### src/rtl/cla_pipe.sv
// rtl/cla_pipe.sv - pipelined carry-lookahead adder/subtractor, one carry group per stage
module cla_pipe #(
  parameter int WIDTH = 16,
  parameter int GRP   = 4
) (
  input  logic             CLK,
  input  logic             RST_N,
  input  logic [WIDTH-1:0] A_in,
  input  logic [WIDTH-1:0] B_in,
  input  logic             Cin_in,
  input  logic             SUB_in,
  input  logic             in_valid,
  output logic             in_ready,
  output logic [WIDTH-1:0] S_out,
  output logic             Cout_out,
  output logic             OVF_out,
  output logic             out_valid,
  input  logic             out_ready
);

  localparam int NGRP = WIDTH / GRP;

  // Stage s holds operands, partially resolved sum, carry into the next
  // unresolved group, and (once known) the carry into the MSB.
  logic [WIDTH-1:0] a_q     [0:NGRP-1];
  logic [WIDTH-1:0] b_q     [0:NGRP-1];
  logic [WIDTH-1:0] sum_q   [0:NGRP];
  logic             carry_q [0:NGRP];
  logic             cmsb_q  [0:NGRP];
  logic             valid_q [0:NGRP];

  logic [WIDTH-1:0] sum_d   [1:NGRP];
  logic             carry_d [1:NGRP];
  logic             cmsb_d  [1:NGRP];

  logic [WIDTH-1:0] s_q;
  logic             cout_q;
  logic             ovf_q;
  logic             out_valid_q;
  logic             stall;

  // Sum-of-products lookahead: every carry in the group is a flat function
  // of the group's g/p bits and the group carry-in.
  function automatic logic [GRP:0] group_carries(input logic [GRP-1:0] g,
                                                 input logic [GRP-1:0] p,
                                                 input logic           c0);
    logic [GRP:0] c;
    logic         term;
    logic         prod;
    c    = '0;
    c[0] = c0;
    for (int i = 0; i < GRP; i++) begin
      term = g[i];
      prod = p[i];
      for (int j = i - 1; j >= 0; j--) begin
        term = term | (prod & g[j]);
        prod = prod & p[j];
      end
      c[i+1] = term | (prod & c0);
    end
    return c;
  endfunction

  assign stall     = out_valid_q & ~out_ready;
  assign in_ready  = ~stall;
  assign S_out     = s_q;
  assign Cout_out  = cout_q;
  assign OVF_out   = ovf_q;
  assign out_valid = out_valid_q;

  // Stage k+1 resolves group k from stage k's operands and group carry.
  always_comb begin
    logic [GRP-1:0] gg;
    logic [GRP-1:0] pp;
    logic [GRP:0]   cc;
    gg = '0;
    pp = '0;
    cc = '0;
    for (int s = 1; s <= NGRP; s++) begin
      sum_d[s]   = '0;
      carry_d[s] = 1'b0;
      cmsb_d[s]  = 1'b0;
    end
    for (int k = 0; k < NGRP; k++) begin
      gg = a_q[k][k*GRP +: GRP] & b_q[k][k*GRP +: GRP];
      pp = a_q[k][k*GRP +: GRP] ^ b_q[k][k*GRP +: GRP];
      cc = group_carries(gg, pp, carry_q[k]);
      sum_d[k+1]                = sum_q[k];
      sum_d[k+1][k*GRP +: GRP]  = pp ^ cc[GRP-1:0];
      carry_d[k+1]              = cc[GRP];
      cmsb_d[k+1]               = (k == NGRP - 1) ? cc[GRP-1] : cmsb_q[k];
    end
  end

  // Data path advances as a unit unless the output is stalled; no reset needed.
  always_ff @(posedge CLK) begin
    if (!stall) begin
      if (in_valid) begin
        a_q[0]     <= A_in;
        b_q[0]     <= SUB_in ? ~B_in : B_in;
        carry_q[0] <= SUB_in ? 1'b1 : Cin_in;
        sum_q[0]   <= '0;
        cmsb_q[0]  <= 1'b0;
      end
      for (int s = 1; s < NGRP; s++) begin
        a_q[s] <= a_q[s-1];
        b_q[s] <= b_q[s-1];
      end
      for (int s = 1; s <= NGRP; s++) begin
        sum_q[s]   <= sum_d[s];
        carry_q[s] <= carry_d[s];
        cmsb_q[s]  <= cmsb_d[s];
      end
    end
  end

  // Valid bits and result registers: cleared by reset, frozen during a stall.
  always_ff @(posedge CLK or negedge RST_N) begin
    if (!RST_N) begin
      for (int s = 0; s <= NGRP; s++) valid_q[s] <= 1'b0;
      out_valid_q <= 1'b0;
      s_q         <= '0;
      cout_q      <= 1'b0;
      ovf_q       <= 1'b0;
    end else if (!stall) begin
      valid_q[0] <= in_valid;
      for (int s = 1; s <= NGRP; s++) valid_q[s] <= valid_q[s-1];
      out_valid_q <= valid_q[NGRP];
      if (valid_q[NGRP]) begin
        s_q    <= sum_q[NGRP];
        cout_q <= carry_q[NGRP];
        ovf_q  <= carry_q[NGRP] ^ cmsb_q[NGRP];
      end
    end
  end

endmodule

### config.mk
export PLATFORM = sky130hd
export DESIGN_NAME = cla_pipe
export DESIGN_NICKNAME = d
export VERILOG_FILES = /design/src/rtl/cla_pipe.sv
export SDC_FILE = /design/constraint.sdc
export NUM_CORES = 1
export LEC_CHECK = 0
export CORE_UTILIZATION = 55
export DETAILED_ROUTE_END_ITERATION = 6
export GPL_TIMING_DRIVEN = 0
export PLACE_DENSITY_LB_ADDON = 0.08
export SETUP_SLACK_MARGIN = 0.02
export SLEW_MARGIN = 10
export SYNTH_ARGS = -nofsm -noshare
export SYNTH_HDL_FRONTEND = slang
export SYNTH_SLANG_ARGS = --single-unit
### constraint.sdc
create_clock -name CLK -period 4.66 [get_ports CLK]
set_input_delay 0.466 -clock CLK [delete_from_list [all_inputs] [get_ports CLK]]
set_output_delay 0.466 -clock CLK [all_outputs]
set_load 0.02 [all_outputs]
Word level (Yosys, flattened, before mapping)
Memory sizes are Yosys's and may differ from the RTL's. A register that Yosys moved wholly into a read port is not among the register bits.
Cells that the tools add are included.
{"block": "totals", "register_bits": 8, "ram_bits": 218, "input_bits": 38, "out_inout_bits": 20, "elab_cells": 142, "memories": 5}
{"block": "classes", "muxes": 6, "n_bitwise": 121, "n_reduce_logical": 2}
{"memory": "sum_q", "words": 5, "width": 16, "rd": 5, "rd_clocked_by_memory_dff": 1, "write_ports": 5, "line": "27", "text": "logic [WIDTH-1:0] sum_q [0:NGRP];"}
{"memory": "a_q", "words": 4, "width": 16, "rd": 4, "rd_clocked_by_memory_dff": 0, "write_ports": 4, "line": "25", "text": "logic [WIDTH-1:0] a_q [0:NGRP-1];"}
{"memory": "b_q", "words": 4, "width": 16, "rd": 4, "rd_clocked_by_memory_dff": 0, "write_ports": 4, "line": "26", "text": "logic [WIDTH-1:0] b_q [0:NGRP-1];"}
{"memory": "carry_q", "words": 5, "width": 1, "rd": 5, "rd_clocked_by_memory_dff": 0, "write_ports": 5, "line": "28", "text": "logic carry_q [0:NGRP];"}
{"memory": "cmsb_q", "words": 5, "width": 1, "rd": 4, "rd_clocked_by_memory_dff": 0, "write_ports": 5, "line": "29", "text": "logic cmsb_q [0:NGRP];"}
{"operator": "$and 1x1->1", "n": 65}
{"operator": "$or 1x1->1", "n": 40}
{"operator": "$xor 4x4->4", "n": 8}
{"operator": "$and 4x4->4", "n": 4}
{"operator": "$mux 16", "n": 1}
{"operator": "$not 16->16", "n": 1}
{"operator": "$mux 1", "n": 5}
{"operator": "$not 1->1", "n": 2}
{"operator": "$reduce_and 2->1", "n": 1}
{"operator": "$logic_not 1->1", "n": 1}
{"operator": "$xor 1x1->1", "n": 1}

Logic depth before layout (Yosys ltp)
{"block": "logic_depth", "word_depth": 6, "mapped_depth": 5, "depth_no_buf": 4}

Worst setup path before layout
No wires, ideal clock.
{"block": "synth_path", "kind": "input to register", "from": "input port out_ready", "to": "memory a_q[0][0], enable pin", "setup_ns": 0.375, "arrival_time_ns": 1.549, "t_required_ns": 4.285, "setup_slack_ns": 2.736, "path_stages": 3, "path_buffers": 1, "path_cell_list": "nand2b_4 buf_12 and2_2"}
{"item": "start, declared", "line": "18", "text": "input logic out_ready"}
{"item": "end, declared", "line": "25"}

Worst setup path after layout
{"block": "layout_path", "from": "input port out_ready", "to": "output port in_ready"}
{"block": "layout_via", "elab_chain_len": 3}
{"item": "$not 1->1", "line": "64", "text": "assign stall = out_valid_q & ~out_ready;"}
{"item": "$and 1x1->1", "line": "64"}
{"item": "$not 1->1 (no source line)"}
{"item": "end, declared", "line": "13", "text": "output logic in_ready,"}
Every way passes these cells.

==> flow_summary.toml <==
[run_status]
outcome = "complete, no violations"

[logic_synthesis]
syn_avg_cell_area_um2 = 21.1
dominantRegCellSynth = "edfxtp_1"
synth.distinct_cells = 24
yosysTopAreaCellShare_pct = 68.8
yosysTopAreaCell = "edfxtp_1"
synthesis.instances = 260
combinational_family_with_the_most_area_after_synthesis = "multiplexers"
basic_gate_share_of_the_synthesized_area_counting_and_or_nand_and_nor_cells_pct = 1.14
synth.mux.area_fraction_pct = 5.39
ys_seq_area_share_pct = 79.8
synth_edf_count = 126
total_standard_cell_area_after_synthesis_mm2 = 0.00550
xor_xnor_share_of_the_synthesized_area_pct = 4.62
synth-seq-cells = 150
postSynthNetCount = 318
postSynth.asyncResetShare_pct = 16.0
synthTopCellsByArea = "edfxtp_1, dfrtp_1, xor2_1"
synth_fa_ha_area_share_pct = 5.10
synth_compound_area_share_pct = 2.48
yosysWarnings = 0

[final_layout]
design.final.nets = 393
design_area_mm2 = 0.00678
area_delta_synth_final_pct = 23.4
post_route_cells_drive_above_1_share_pct = 19.0
nFillCells = 639
diodes = 0
layout.cells.most_common = "edfxtp_1"
layout_common_cells = "edfxtp_1, clkdlybuf4s50_1, dfrtp_1, xor2_1"

[detailed_routing]
ant_nets = 0
dr.first_iter.drc_count = 98
drt_drc_violations_left = 0
vias_per_cell = 4.85
detail_route.wirelength_um = 6510
route.detailed.wl_per_inst_um = 13.5
detail_route.first_pass.iterations = 6
vias = 2331

[timing]
timing.setup.tns_ns = 0
worst_clock_skew_ns = 0.0121
drv_slew = 0
final.period_utilization_pct = 57.8
timing_worst_slew_pin_value_ns = 1.05
grt_setup_unrepaired = "no"
timing.slew.headroom_pct = 29.9
final-setup-viol-count = 0
timing_hold_violations_final = 0
fmaxAchievable_ghz = 0.371
time_the_final_worst_path_needs_with_i_o_delays_and_setup_ns = 2.69

[flow_run]
max_cap_viol_count = 0

[pwr]
power_density_mw_per_mm2 = 661
power_leakage_nw = 2.62
ir_drop_mv = 0.339

[critical_path]
r2r-start = "out_valid"
arrival_ns = 2.23
critPathLaunchType = "primary input"
kind_of_end_point_of_the_critical_path = "output pin"
worstSetupPathType = "in2out"
reg2reg_setup_slack_ns = 2.61
path_max_fanout = 102
timing.critical_path.required_ns = 4.19
worstSetupStartpoint = "out_ready"
rr_worst_depth = 3
worstReg2RegEnd = "b_q[0][6]"

[clocking]
clk_path_buf_depth = 2
cts_root_buf = "clkbuf_8"
cts_setup_buffers = 0
post_cts_resize_count = 0
worst_setup_hold_path_clk_slew_ns = 0.07
clock_sinks = 150
ctsHtreeMaxLevel = 4
hold_buffers = 0
clk-insertion-delay-late_ns = 0.51
cts_inserted_buffers = 17
tritoncts = "done"

[min_path]
holdCritStartpoint = "b_q[2][14]"
hold_path_class = "reg2reg"
min_delay_path_depth = 0
worst_hold_path.endpoint = "b_q[3][14]"

[die]
start_util_pct = 56.5
ios = 58
floorplan.die.height_um = 102
core-area_mm2 = 0.00973
die_area_mm2 = 0.0104
floorplan.rows = 36
fp.dieW_um = 102

[place]
hpwlAfterDp_um = 3960
numPortBuffers = 56
cell_area_placed_mm2 = 0.00622
gp_congestion = 0.648

[global_routing]
grt_start_max_net_pins = 103
grt.overflow.total = 0
grt.total_usage_pct = 14.3
grt_pass1_wl_um = 10600
antenna_found_initial = 0
grt_pass1_vias = 2338
[kinds of logic (layout without fill, tap and decap cells)]
family | after synthesis | after routing
AO/OA/AOI/OAI | 19 | 19
XOR/XNOR | 29 | 29
adder cells (fa/ha/maj) | 20 | 20
buffers and inverters | 12 | 100
flip-flops | 150 | 150
multiplexers | 23 | 23
AND/OR/NAND/NOR | 7 | 7
[cells in the mapped netlist (2+ instances only)]
master	n
mux2_2	13
edfxtp_1	126
inv_1	8
mux2_4	10
buf_12	2
a21o_1	10
a31o_2	3
fa_1	4
dfrtp_1	24
xor2_1	24
xnor2_1	5
ha_1	16
a21oi_1	3
nor2_1	2
[per-layer routing]
| metal | GRT usage, % | share of wire, % |
|---|---|---|
| met1 | 16.5 | 43 |
| met2 | 23.7 | 51 |
| met3 | 4.38 | 4.0 |
| met4 | 8.68 | 2.1 |
| met5 | 0 | 0 |
[power breakdown]
part	leakage, nW	switching, mW	internal, mW
combinational	0.823	0.487	0.526
sequential	1.53	0.164	2.05
clock	0.264	0.540	0.719
[final cells by class]
cell class / instances / area, µm² / area share, %
tap: 133 / 166 / 2.45
inverter: 8 / 30.0 / 0.443
clock buffer: 17 / 414 / 6.11
sequential: 150 / 4380 / 64.7
buffer: 4 / 52.6 / 0.775
multi-input combinational: 98 / 1030 / 15.2
timing repair buffer: 56 / 561 / 8.27
clock inverter: 15 / 143 / 2.10
[worst max-delay path: stages]
cell and delay (ns):
clkdlybuf4s50_1 0.46, nand2b_4 0.13, buf_12 0.41, clkdlybuf4s50_1 0.70
[state kept, by name (all words and copies together), names as in the netlist]
register and count:
Cout_out 1, OVF_out 1, S_out 16, a_q 40, b_q 40, carry_q 5, cmsb_q 1, out_valid 1
sum_q 40, valid_q 5
[per-stage QoR]
stage / utilization (%) / power (mW) / hold WS, ns / std cells / setup WS [ns]
after CTS: 69.7 / 4.54 / 0.395 / 481 / 1.96
after global routing: 69.7 / 4.71 / 0.390 / 481 / 1.89
after detailed placement: 64.0 / 3.27 / 0.405 / 449 / 1.96
after floorplan: - / 2.89 / 0.170 / 260 / 2.74
after global placement: 64.0 / 3.20 / 0.401 / 449 / 1.99
final: 69.7 / 4.48 / 0.411 / 481 / 1.97
[how the worst max path moves through the flow]
stage,slack (ns),endpoint
after global placement,1.99,in_ready
after detailed placement,1.96,a_q[0][11]
after floorplan,2.74,a_q[0][0]
after global routing,1.89,in_ready
after CTS,1.96,in_ready
final,1.97,in_ready
(Power assumes the default switching activity.)
==> patch 1, RTL diff (same flow settings) <==
`GRP`: 4 -> 3.
--- a/src/rtl/cla_pipe.sv
+++ b/src/rtl/cla_pipe.sv
@@ -1,7 +1,7 @@
 // rtl/cla_pipe.sv - pipelined carry-lookahead adder/subtractor, one carry group per stage
 module cla_pipe #(
   parameter int WIDTH = 16,
-  parameter int GRP   = 4
+  parameter int GRP   = 3
 ) (
   input  logic             CLK,
   input  logic             RST_N,
Behaviour: not the same (Yosys sat finds a counterexample within 10 cycles, from zero or initial values and one cycle with RST_N low).
==> patch 1 against the unedited design <==
Setup slack got worse by 0.076 ns. Power rose by 10%. Hold slack worse by 0.034 ns. Sequential share of layout area grew 1.8 points. Synthesized cell count up 10%. Critical path depth unchanged. Clock power grew 17%. Sequential cell count grew 16. Synthesized area increased by 8.7%. Design area rose by 8.0%. First-iteration DRC count shrank 5.1%. Sequential power rose by 11%. Utilization grew 0.59 points. Wire length grew 1.5%.
==> patch 1: results (changes against the unedited design) <==
* Outcome: finished clean
* Leakage at 2.836 nW (+8.4%)
* Layout cells sized above 1 at 0.1698 (-0.01984)
* Post-DP HPWL at 3.906 mm (-1.2%)
* Area of the multi-input gates at 977.2 µm² (-5.1%)
* Layout filler cell count at 674 (+5.5%)
* First-pass GRT wire length at 11.29 mm (+6.7%)
* Crit path max fanout at 121 (+19%)
* Area contributors post-synth: edfxtp_1 (71%), dfrtp_1 (10%), ha_1 (3.1%), xor2_1 (3.1%), mux2_4 (2.5%)
* Fin Hold WS at 0.3775 ns (-0.03374 ns)
* Placed cell area at 6678 µm² (+7.3%)
* Tot GR Track Use at 0.1401 (-0.003134)
* Non-clock buffer share at 0.08067 (-0.009753)
* Non-clock buffer count at 58 (-3.3%)
* GR Layer Usage met3 at 0.07235 (+0.02857)
* Met1 Use GR at 0.1516 (-0.01321)
* Compound-cell area share of the yosys netlist at 0.01047 (-0.01435)
* Inverters at 20 (+12)
* Worst clock skew at 0.005514 ns (-0.006540 ns)
* Largest net degree at the start of global routing at 122 (+18%)
* Inst Count DP at 475 (+5.8%)
* Register area share after synthesis at 0.8139 (+0.01627)
* DP Worst Slack at 1.897 ns (-0.06677 ns)
* Port bufs at 53 (-5.4%)
* Metal3 WL at 372 µm (+44%)
==> patch 1: cell count changes after synthesis, moves of 2 or more <==
cell,change
a21oi_1,+2
nor2_1,-2
xor2_1,-3
nand3_1,+5
a31o_2,-3
nand2_1,+5
inv_1,+12
a21o_1,-5
edfxtp_1,+16
==> patch 1: final timing paths <==
path / to / cells after the start
max in group asynchronous: valid_q[4] / 1
min in group asynchronous: S_out[8] / 1
worst max register to register: a_q[0][4] / 3
worst min-delay path: b_q[0][1] / 2
worst min register to register: sum_q[4][4] / 0
worst max-delay path: in_ready / 4
==> patch 1: where the power goes <==
group / leakage, nW / internal (mW) / total, mW / switching, mW
Combinational: 0.843 / 0.507 / 0.994 / 0.487
Sequential: 1.69 / 2.30 / 2.46 / 0.169
Clock: 0.302 / 0.930 / 1.48 / 0.547
Total: 2.84 / 3.73 / 4.94 / 1.20
==> patch 1: worst max-delay path, delay by kind of cell <==
family,cells,cell delay [ns]
and+or+nand+nor,1,0.12
buffers and inverters,3,1.61
==> patch 2, RTL diff (same flow settings) <==
Made on the original files. Put one more register stage on the output `OVF_out`, with the module's reset. The value now appears one clock later. The other outputs are not delayed to match.
--- a/src/rtl/cla_pipe.sv
+++ b/src/rtl/cla_pipe.sv
@@ -65,7 +65,13 @@
   assign in_ready  = ~stall;
   assign S_out     = s_q;
   assign Cout_out  = cout_q;
-  assign OVF_out   = ovf_q;
+  always_ff @(posedge CLK or negedge RST_N) begin
+    if (!RST_N) begin
+      OVF_out <= '0;
+    end else begin
+      OVF_out <= ovf_q;
+    end
+  end
   assign out_valid = out_valid_q;
 
   // Stage k+1 resolves group k from stage k's operands and group carry.
Function: changed (a bounded check fails within 10 cycles, from zero or initial values and one cycle with RST_N low).
==> patch 2 against the unedited design <==
Critical path depth unchanged. Via count grew 0.51%. Synthesized area is 0.46% higher. Non-clock buffer count up 1. Synthesized cell count up 0.38%. Sequential cell count rose by 1. Design area hardly changed. Critical endpoint unchanged. Utilization is essentially flat. Wire length about the same. Setup slack improved by 0.0059 ns. Clock skew rose by 0.00087 ns. Count of clock-buffer cells in the layout did not move. Cell count up 0.42%. Power is 1.2% lower.
==> patch 2: results (changes against the unedited design) <==
* Register area share after synthesis at 0.7985 (+0.0009171)
* Outcome: finished clean
* Post-DP HPWL at 4.049 mm (+2.4%)
* Via count at 2,343 (+0.51%)
* Final Cycle Share at 0.5767 (-0.001255)
* Placed cell area at 6248 µm² (+0.40%)
* Proportion of synthesized area in mux cells at 0.05370 (-0.0002445)
* Layout filler cell count at 650 (+1.7%)
* Reg-to-reg slack, setup at 2.58 ns (-0.03 ns)
* Compound-cell area share of the yosys netlist at 0.02470 (-0.0001125)
* Total routed wirelength at 6.509 mm (about the same)
* Max IR drop VDD at 408.3 µV (+20%)
* Inst Count DP at 450 (+0.22%)
* Met2 usage at 0.2364 (-0.0005163)
* Relative slew slack at 0.4873 (+0.1884)
* Leakage at 2.626 nW (+0.39%)
* Clock group at 1.19 mW (-6%)
* Tot GR Track Use at 0.1411 (-0.002188)
* GR Layer Usage met3 at 0.04993 (+0.006156)
* Post-synth top cells: edfxtp_1 (126), dfrtp_1 (25), xor2_1 (24)
* Hold Path End: OVF_out
* First-pass GRT wire length at 10.50 mm (-0.72%)
* DP Worst Slack at 1.946 ns (-0.01778 ns)
* Syn nets at 319 (+0.31%)
* Post-Synth Adder-Cell Area at 0.05076 (-0.0002311)
* FF-to-FF End: b_q[0][13]
* Post-Syn Area per Cell at 21.16 µm² (about the same)
* Min-delay src: ovf_q
* Cell Count, Final, Fillers Out at 483 (+0.42%)
* Worst clock skew at 0.01292 ns (+0.0008670 ns)
## patch 2: cell count changes in the layout (fill, tap and decap cells not counted), sizes merged
cell,before,now
clkinv,4,6
buf,4,5
clkdlybuf4s50,56,55
inv,14,15
dlygate4sd3,0,1
dfrtp,24,25
clkinvlp,4,2
bufinv,1,0
## patch 2: repair_timing
action / in CTS / in global routing
endpoints found under the hold margin: 0 / 25
hold buffers: 0 / 1
endpoints found under the setup margin: 0 / 0
## patch 2: area by class of cell
type                    count  area share
well taps                 133     0.02453
clock buffers              17     0.06105
clock inverters            15     0.01715
flip-flops and latches    151      0.6499
plain buffers               4    0.007746
multi-input cells          98      0.1518
inverters                   8    0.004426
repair buffers             57     0.08336
## patch 2: worst max-delay path: stages
cell             delay (ns)
clkdlybuf4s50_1        0.47
nand2b_4               0.13
buf_12                 0.41
clkdlybuf4s50_1        0.70
## patch 2: routing by layer
metal	part of all wire	up-vias
met3	0.041	8
met2	0.52	57
li1	-	1141
met4	0.013	0
met1	0.42	1137
met5	0	-
